File: config.mk
export PLATFORM = sky130hd
export DESIGN_NAME = pattern_predictor_hist_flat
export DESIGN_NICKNAME = d
export VERILOG_FILES = /design/src/rtl/pattern_predictor_hist_pkg.sv /design/src/rtl/pattern_predictor_hist_if.sv /design/src/rtl/pattern_predictor_hist_table.sv /design/src/rtl/pattern_predictor_hist.sv /design/src/flat_wrapper.sv
export SDC_FILE = /design/constraint.sdc
export NUM_CORES = 1
export LEC_CHECK = 0
export CAP_MARGIN = 25
export CORE_UTILIZATION = 50
export DETAILED_ROUTE_END_ITERATION = 10
export GPL_ROUTABILITY_DRIVEN = 0
export PLACE_DENSITY_LB_ADDON = 0.15
export SLEW_MARGIN = 30
export SYNTH_ARGS = -nofsm -noshare
export SYNTH_HDL_FRONTEND = slang
export SYNTH_SLANG_ARGS = --single-unit
File: constraint.sdc
create_clock -name clk -period 7.25 [get_ports clk]
set_clock_uncertainty 0.1 [all_clocks]
set_input_delay 1.45 -clock clk [delete_from_list [all_inputs] [get_ports clk]]
set_output_delay 1.45 -clock clk [all_outputs]
set_load 0.02 [all_outputs]
File: src/rtl/pattern_predictor_hist_pkg.sv
// Purpose: shared constants and saturating-counter helpers for the history predictor.
// Contents: mode encodings, default widths, ctr_update / ctr_init / sat_inc.
package pattern_pred_pkg;

  localparam logic MODE_BIMODAL = 1'b0;
  localparam logic MODE_HIST    = 1'b1;

  localparam int unsigned DEF_CTR_W  = 2;
  localparam int unsigned DEF_HIST_W = 4;
  localparam int unsigned DEF_CNT_W  = 8;

  // All-ones value of a w-bit counter, carried in a 32-bit container.
  function automatic logic [31:0] sat_max(input int unsigned w);
    if (w >= 32) return '1;
    return (32'd1 << w) - 32'd1;
  endfunction

  // Saturating increment on taken, saturating decrement otherwise.
  function automatic logic [31:0] ctr_update(input logic [31:0] ctr, input logic taken,
                                             input int unsigned w);
    if (taken) return (ctr == sat_max(w)) ? ctr : ctr + 32'd1;
    return (ctr == 32'd0) ? ctr : ctr - 32'd1;
  endfunction

  // Weak-not-taken: one below the midpoint, so the MSB reads 0.
  function automatic logic [31:0] ctr_init(input int unsigned w);
    return (32'd1 << (w - 1)) - 32'd1;
  endfunction

  // Statistics counter increment that holds at all-ones.
  function automatic logic [31:0] sat_inc(input logic [31:0] cnt, input int unsigned w);
    return (cnt == sat_max(w)) ? cnt : cnt + 32'd1;
  endfunction

endpackage

File: src/rtl/pattern_predictor_hist_if.sv
// Purpose: sample/prediction bus of the history predictor.
// Signals: in_valid, actual_pattern, mode, stat_clr (to predictor);
//          predicted_pattern, z_match, ghr, x_cnt, z_cnt (from predictor).
interface pattern_predictor_hist_if #(
  parameter int unsigned HIST_W = 4,
  parameter int unsigned CNT_W  = 8
) ();
  logic              in_valid;
  logic              actual_pattern;
  logic              mode;
  logic              stat_clr;
  logic              predicted_pattern;
  logic              z_match;
  logic [HIST_W-1:0] ghr;
  logic [CNT_W-1:0]  x_cnt;
  logic [CNT_W-1:0]  z_cnt;

  modport master (
    output in_valid, actual_pattern, mode, stat_clr,
    input  predicted_pattern, z_match, ghr, x_cnt, z_cnt
  );

  modport slave (
    input  in_valid, actual_pattern, mode, stat_clr,
    output predicted_pattern, z_match, ghr, x_cnt, z_cnt
  );
endinterface

File: src/rtl/pattern_predictor_hist_table.sv
// Purpose: flop-based table of 2^HIST_W saturating counters.
// Ports: clk, reset (sync, active-high); i_rd_idx -> o_rd_msb (combinational read);
//        i_upd_en/i_upd_idx/i_upd_taken (synchronous saturating update).
module pred_counter_table
  import pattern_pred_pkg::*;
#(
  parameter int unsigned CTR_W  = DEF_CTR_W,
  parameter int unsigned HIST_W = DEF_HIST_W
) (
  input  logic              clk,
  input  logic              reset,
  input  logic [HIST_W-1:0] i_rd_idx,
  output logic              o_rd_msb,
  input  logic              i_upd_en,
  input  logic [HIST_W-1:0] i_upd_idx,
  input  logic              i_upd_taken
);
  localparam int unsigned DEPTH = 1 << HIST_W;

  logic [CTR_W-1:0] r_tbl [DEPTH];

  // Whole table returns to weak-0 in a single cycle.
  always_ff @(posedge clk) begin
    if (reset) begin
      r_tbl <= '{default: CTR_W'(ctr_init(CTR_W))};
    end else if (i_upd_en) begin
      r_tbl[i_upd_idx] <= CTR_W'(ctr_update(32'(r_tbl[i_upd_idx]), i_upd_taken, CTR_W));
    end
  end

  assign o_rd_msb = r_tbl[i_rd_idx][CTR_W-1];

endmodule

File: src/rtl/pattern_predictor_hist.sv
// Purpose: history-indexed saturating-counter pattern predictor with hit statistics.
// Ports: clk, reset (sync, active-high); bus (slave): sample inputs, prediction,
//        match flag, global history and saturating sample/hit counters.
module pattern_predictor_hist
  import pattern_pred_pkg::*;
#(
  parameter int unsigned CTR_W  = DEF_CTR_W,
  parameter int unsigned HIST_W = DEF_HIST_W,
  parameter int unsigned CNT_W  = DEF_CNT_W
) (
  input  logic                    clk,
  input  logic                    reset,
  pattern_predictor_hist_if.slave bus
);
  logic [HIST_W-1:0] r_ghr;
  logic [CNT_W-1:0]  r_x_cnt;
  logic [CNT_W-1:0]  r_z_cnt;
  logic [HIST_W-1:0] w_idx;
  logic              w_pred;
  logic              w_match;

  // Bimodal mode collapses onto entry 0; history keeps shifting regardless.
  assign w_idx   = (bus.mode == MODE_HIST) ? r_ghr : '0;
  assign w_match = bus.in_valid & (w_pred == bus.actual_pattern);

  pred_counter_table #(
    .CTR_W  (CTR_W),
    .HIST_W (HIST_W)
  ) u_tbl (
    .clk         (clk),
    .reset       (reset),
    .i_rd_idx    (w_idx),
    .o_rd_msb    (w_pred),
    .i_upd_en    (bus.in_valid),
    .i_upd_idx   (w_idx),
    .i_upd_taken (bus.actual_pattern)
  );

  // Truncating {ghr, bit} keeps the newest HIST_W bits, including HIST_W == 1.
  always_ff @(posedge clk) begin
    if (reset) begin
      r_ghr   <= '0;
      r_x_cnt <= '0;
      r_z_cnt <= '0;
    end else begin
      if (bus.in_valid) begin
        r_ghr <= HIST_W'({r_ghr, bus.actual_pattern});
      end
      if (bus.stat_clr) begin
        r_x_cnt <= '0;
        r_z_cnt <= '0;
      end else if (bus.in_valid) begin
        r_x_cnt <= CNT_W'(sat_inc(32'(r_x_cnt), CNT_W));
        if (w_match) begin
          r_z_cnt <= CNT_W'(sat_inc(32'(r_z_cnt), CNT_W));
        end
      end
    end
  end

  assign bus.predicted_pattern = w_pred;
  assign bus.z_match           = w_match;
  assign bus.ghr               = r_ghr;
  assign bus.x_cnt             = r_x_cnt;
  assign bus.z_cnt             = r_z_cnt;

endmodule

File: src/flat_wrapper.sv
// flat-port wrapper written by rule: the top's interface ports become plain ports
module pattern_predictor_hist_flat import pattern_pred_pkg::*;
#(
  parameter int unsigned CTR_W  = DEF_CTR_W,
  parameter int unsigned HIST_W = DEF_HIST_W,
  parameter int unsigned CNT_W  = DEF_CNT_W
)
  (clk, reset, bus_in_valid, bus_actual_pattern, bus_mode, bus_stat_clr, bus_predicted_pattern, bus_z_match, bus_ghr, bus_x_cnt, bus_z_cnt);
  pattern_predictor_hist_if #(.HIST_W(HIST_W), .CNT_W(CNT_W)) bus_i ();
  input  logic clk;
  input  logic reset;
  input wire logic [$bits(bus_i.in_valid)-1:0] bus_in_valid;
  input wire logic [$bits(bus_i.actual_pattern)-1:0] bus_actual_pattern;
  input wire logic [$bits(bus_i.mode)-1:0] bus_mode;
  input wire logic [$bits(bus_i.stat_clr)-1:0] bus_stat_clr;
  output wire logic [$bits(bus_i.predicted_pattern)-1:0] bus_predicted_pattern;
  output wire logic [$bits(bus_i.z_match)-1:0] bus_z_match;
  output wire logic [$bits(bus_i.ghr)-1:0] bus_ghr;
  output wire logic [$bits(bus_i.x_cnt)-1:0] bus_x_cnt;
  output wire logic [$bits(bus_i.z_cnt)-1:0] bus_z_cnt;
  assign bus_i.in_valid = bus_in_valid;
  assign bus_i.actual_pattern = bus_actual_pattern;
  assign bus_i.mode = bus_mode;
  assign bus_i.stat_clr = bus_stat_clr;
  assign bus_predicted_pattern = bus_i.predicted_pattern;
  assign bus_z_match = bus_i.z_match;
  assign bus_ghr = bus_i.ghr;
  assign bus_x_cnt = bus_i.x_cnt;
  assign bus_z_cnt = bus_i.z_cnt;
  pattern_predictor_hist #(.CTR_W(CTR_W), .HIST_W(HIST_W), .CNT_W(CNT_W)) u_core (.clk(clk), .reset(reset), .bus(bus_i));
endmodule
==> results_dict.tcl, run 1 <==
set metrics [dict create \
    outcome "complete, no violations" \
    synth-seq-cells 52 \
    post_cts_buffers 0 \
    ys_warn_count 0 \
    worst-r2r-setup-slack_ns 4.30 \
    post_drt_wl_per_cell_um 15.2 \
    max-cap-violations 0 \
    cts_hold_buffers 0 \
    final_max_slew_viol_count 0 \
    async_reset_ff_frac 0 \
    post-place-ws_ns 1.34 \
    synth_edf_count 0 \
    ant_nets 0 \
    placeableCoreArea_mm2 0.00517 \
    synth_top_area_share 0.382 \
    synth_nets 332 \
    nNetsFinal 349 \
    p_seq_frac 0.551 \
    holdWs_ns 0.377 \
    cts_root_buf "clkbuf_8" \
    reg2reg_from "u_core.bus.ghr[0]$_SDFFE_PP0P_" \
    clock_sinks 52 \
    netlist-cell-type-count 53 \
    cp-end-kind "output port" \
    dieArea_mm2 0.00575 \
    relSlewSlack 0.424 \
    drt-pass1-iter-count 4 \
    placed_area_mm2 0.00300 \
    finalSetupViolations 0 \
    netlist_area_mm2 0.00272 \
    p_sw_uw 144 \
    p_int_uw 388 \
    num-fill-cells 459 \
    whs_endpoint "u_core.u_tbl.r_tbl[12]$_SDFFE_PP1P_" \
    yosys-top-cells-area "dfxtp_1, a21oi_1, nor2_1" \
    critPathLaunchType "input port" \
    tightest_slew_ns 0.863 \
    track_usage 0.233 \
    p_leak_nw 1.00 \
    finalCritPeriodShare 0.825 \
    fmax_mhz 167 \
    synth.most_common_cell "dfxtp_1" \
    cts_made_buffers 5 \
    clkPwrFrac 0.331 \
    routed_wl_mm 6.26 \
    place_hpwl_mm 4.34 \
    via_per_inst 5.88 \
    hold_start "u_core.u_tbl.r_tbl[12]$_SDFFE_PP1P_" \
    synthCells 324 \
    post-route-min-period_ns 5.98 \
    grt_overflow 0 \
    drive_gt1_frac 0.0965 \
    synth.top_cells.by_count "dfxtp_1, nor2_1, nand2_1, a21oi_1, o21ai_0" \
    fin_ws_ns 1.27 \
    antenna_found_initial 0 \
    syn_to_final_growth_pct 13.5 \
    cp.required_ns 5.70 \
    die_y_um 75.8 \
    ff_latch_area_mm2 0.00104 \
    ir_drop_mv 0.0960 \
    rsz0062_at_grt "no" \
    r2r_cells 6 \
    cts_tree "yes" \
    diodes 0 \
    postLayoutCellArea_mm2 0.00309 \
    htree_levels 2 \
    ys.flop_type "dfxtp_1" \
    portBuffers 27 \
    multiInputGateArea_mm2 0.00157 \
    pwr_density_cell_mw_per_mm2 172 \
    regToRegEndpoint "u_core.u_tbl.r_tbl[23]$_SDFFE_PP0P_" \
    syn_avg_cell_area_um2 8.41 \
    num_io_pins 28 \
    final_util 0.598 \
    cp.arrival_ns 4.43 \
    dieWidth_um 75.8 \
    yosysTopAreaCell "dfxtp_1" \
    drcViolationCount 0 \
    ys_seq_area_frac 0.382 \
    hold_depth 2 \
    power.share.switching 0.271 \
    hold_viol 0 \
    grt_start_max_net_pins 42 \
    comb_power_share 0.119 \
    cts.clk_slew.worst_paths_ns 0.10 \
    drt-initial-drc-count 267 \
    cts.path.max_buffers 2 \
    post_cts_resize_count 0 \
    core.rowCount 26 \
    hold_class "register to register" \
    setup_tns_ns 0 \
    vias 2421 \
    path_class "input port to output port" \
    start_util 0.527 \
    grt_pass1_vias 2086 \
    grt_pass1_wl_mm 10.0 \
    clock_latency_ns 0.31 \
    cp_max_fo 20 \
]
## through the flow
| step | power (mW) | std cells |
|---|---|---|
| 4_1_cts | 0.537 | 412 |
| 6_report | 0.532 | 412 |
| 2_1_floorplan | 0.345 | 324 |
| 5_1_grt | 0.555 | 412 |
| 3_3_place_gp | 0.362 | 404 |
| 3_5_place_dp | 0.362 | 404 |
## power by group through the flow
stage / logic, mW / registers (mW) / clock network, mW
6_report: 0.0630 / 0.293 / 0.176
5_1_grt: 0.0688 / 0.294 / 0.193
4_1_cts: 0.0627 / 0.293 / 0.181
3_5_place_dp: 0.0627 / 0.299 / 0
3_3_place_gp: 0.0623 / 0.300 / 0
2_1_floorplan: 0.0468 / 0.299 / 0
## worst max-delay path, stage by stage
cell and delay, ns:
clkdlybuf4s50_1 0.88, nand2_1 0.35, a211oi_1 0.45, o31ai_2 0.18
nand3_1 0.14, inv_1 0.11, xnor2_1 0.16, nor2_1 0.09
clkdlybuf4s50_1 0.61
## routing by layer
layer	track usage	vias to the layer above	wire [um]
li1	-	1216	-
met1	0.315	1132	2920
met2	0.363	67	2960
met3	0.0582	6	329
met4	0.0823	0	53
met5	0	-	0
## layout make-up
class	count	area share
multi-input combinational	248	0.506
sequential	52	0.337
timing repair buffer	29	0.0923
tap	70	0.0283
clock buffer	7	0.0279
inverter	5	0.00607
clock inverter	1	0.00243
## registers in the layout, indices dropped and copies added, names as in the netlist
signal / cells
u_core.u_tbl.r_tbl: 32
u_core.bus.x_cnt: 8
u_core.bus.ghr: 4
u_core.bus.z_cnt: 8
## worst max path at each step
| stage | start | endpoint | cells past startpoint |
|---|---|---|---|
| after floorplan | bus_mode | bus_z_match | 8 |
| after global placement | bus_mode | bus_z_match | 9 |
| after detailed placement | bus_mode | bus_z_match | 9 |
| after CTS | bus_mode | bus_z_match | 9 |
| after global routing | bus_mode | bus_z_match | 9 |
| final | bus_mode | bus_z_match | 9 |
## cells by family (layout without fill, tap and decap cells)
kind of cell / Yosys count / after routing / share of synthesized area
DFF: 52 / 52 / 0.382
AOI/OAI and AO/OA: 92 / 92 / 0.240
adders and majority gates: 4 / 4 / 0.0175
muxes: 14 / 14 / 0.0661
xor gates and xnor gates: 6 / 6 / 0.0193
buffers and inverters: 24 / 42 / 0.0432
and+or+nand+nor: 132 / 132 / 0.232
## cell usage in the layout (no fill, tap or decap), types with 4 or more instances in the layout
cell type	count
a311oi_1	6
nand3_1	12
a21oi_1	29
nand2b_1	4
and3_1	6
or3_1	8
nand2_1	33
o21ai_0	19
nand4_1	5
clkbuf_8	6
nor3_1	10
clkdlybuf4s50_1	27
dfxtp_1	52
mux2i_1	9
xnor2_1	4
a211oi_2	10
nor2_1	38
inv_1	5
(Power assumes the default switching activity.)
==> inputs of run 2 (changes only) <==
Clock period 7.25 ns to 6.2 ns, I/O delays scaled along.
==> results_dict.tcl, run 2 (synthesized netlist as in run 1, its figures left out) <==
set metrics [dict create \
    grt_pass1_wl_mm 10.3 \
    max_flop_register "u_core.u_tbl.r_tbl" \
    drcViolationCount 0 \
    cts.path.max_buffers 2 \
    drt-pass1-iter-count 5 \
    dieWidth_um 75.8 \
    routed_wl_mm 6.34 \
    grt_pass1_vias 2183 \
    vias 2435 \
    post_cts_buffers 0 \
    clock_sinks 52 \
    drt-initial-drc-count 170 \
    outcome "complete, no violations" \
    start_util 0.527 \
    path_class "input port to output port" \
    syn_to_final_growth_pct 14.7 \
    grt_start_max_net_pins 42 \
    critPathLaunchType "input port" \
    portBuffers 27 \
    via_per_inst 5.88 \
    cp.required_ns 4.86 \
    antenna_found_initial 0 \
    setup_tns_ns 0 \
    crit_family "buffers and inverters" \
    track_usage 0.237 \
    finalCritPeriodShare 0.839 \
    cts_tree "yes" \
    cts_hold_buffers 0 \
    instances_no_fill 414 \
    dp_cells 406 \
    finalSetupViolations 0 \
    htree_levels 2 \
    grt_overflow 0 \
    tightest_slew_ns 0.870 \
    diodes 0 \
    largest_reg_flops 32 \
    post_drt_wl_per_cell_um 15.3 \
    hold_viol 0 \
    dieArea_mm2 0.00575 \
    post-route-min-period_ns 5.20 \
    layout_common_cells "dfxtp_1, nor2_1, nand2_1" \
    path_buf_inv 3 \
    crit_chain "clkdlybuf4s50_1 > nand2b_1 > mux4_2 > o22a_1 > nand3_1 > inv_1 > xnor2_1 > nor2_1 > clkdlybuf4s50_1" \
    drive_gt1_frac 0.102 \
    cp_max_fo 8 \
    cts_made_buffers 5 \
    cpMostUsedCell "clkdlybuf4s50_1" \
    fmax_mhz 192 \
    rsz0062_at_grt "no" \
    core.rowCount 26 \
    nNetsFinal 351 \
    final_max_slew_viol_count 0 \
    clock_latency_ns 0.31 \
    layout_commonest_cell "dfxtp_1" \
    num_io_pins 28 \
    post_cts_resize_count 0 \
    cts_root_buf "clkbuf_8" \
    p_leak_nw 1.02 \
    worst_path_max_delay_cell "clkdlybuf4s50_1" \
    ant_nets 0 \
    placeableCoreArea_mm2 0.00517 \
    ir_drop_mv 0.184 \
    pwr_density_cell_mw_per_mm2 209 \
    hold_class "register to register" \
    place_hpwl_mm 4.44 \
    cts.clk_slew.worst_paths_ns 0.09 \
    cp-end-kind "output port" \
    relSlewSlack 0.418 \
    cp.arrival_ns 3.86 \
    max-cap-violations 0 \
    max_stage_delay_ns 0.65 \
    die_y_um 75.8 \
]
==> run 2: cell types whose count changed in the layout (fill, tap and decap cells not counted), sizes merged <==
| cell | change |
|---|---|
| clkinvlp | -1 |
| buf | +2 |
| inv | +1 |
| bufinv | +1 |
| clkbuf | -1 |
==> run 2: final timing paths <==
kind	startpoint	endpoint	slack (ns)	cells after the start
max reg2reg	u_core.bus.ghr[0]$_SDFFE_PP0P_	u_core.u_tbl.r_tbl[7]$_SDFFE_PP0P_	3.22	6
min reg2reg	u_core.u_tbl.r_tbl[24]$_SDFFE_PP1P_	u_core.u_tbl.r_tbl[24]$_SDFFE_PP1P_	0.38	2
max	bus_mode	bus_z_match	1.00	9
min	u_core.u_tbl.r_tbl[24]$_SDFFE_PP1P_	u_core.u_tbl.r_tbl[24]$_SDFFE_PP1P_	0.38	2
==> run 2: stage by stage <==
| stage | setup WS (ns) | power (mW) | utilization | cell area (um2) | hold slack [ns] |
|---|---|---|---|---|---|
| after floorplan | 1.95 | 0.404 | - | 2720 | 0.331 |
| after global placement | 1.04 | 0.423 | 0.582 | 3010 | 0.349 |
| after detailed placement | 1.00 | 0.424 | 0.582 | 3010 | 0.360 |
| after CTS | 0.998 | 0.658 | 0.604 | 3120 | 0.382 |
| after global routing | 0.764 | 0.679 | 0.604 | 3120 | 0.416 |
| final | 1.00 | 0.652 | 0.604 | 3120 | 0.375 |
==> run 2: cell type report <==
cell class | instances | area, um2
fill | 469 | 2050
multi-input combinational | 248 | 1570
sequential | 52 | 1040
timing repair buffer | 31 | 300
tap | 70 | 87.6
clock buffer | 6 | 72.6
clock inverter | 2 | 38.8
inverter | 5 | 18.8
==> run 2: power by group <==
group | switching, mW | leakage (nW) | internal (mW)
Clock | 0.112 | 0.0558 | 0.122
Combinational | 0.0487 | 0.548 | 0.0258
Sequential | 0.00539 | 0.421 | 0.337
Total | 0.167 | 1.02 | 0.485
==> run 2: worst register-to-register path, stage by stage, from the launching register on <==
cell and delay [ns]:
dfxtp_1 0.89, o21a_1 0.35, nor2_1 0.09, o31ai_2 0.36
nand3_1 0.19, maj3_2 0.54, a311oi_1 0.37
==> run 2: metal layers <==
layer	up-vias	wire, um	GRT usage
li1	1214	-	-
met1	1146	3090	0.342
met2	67	2890	0.349
met3	8	287	0.0450
met4	0	66	0.0905
met5	-	0	0
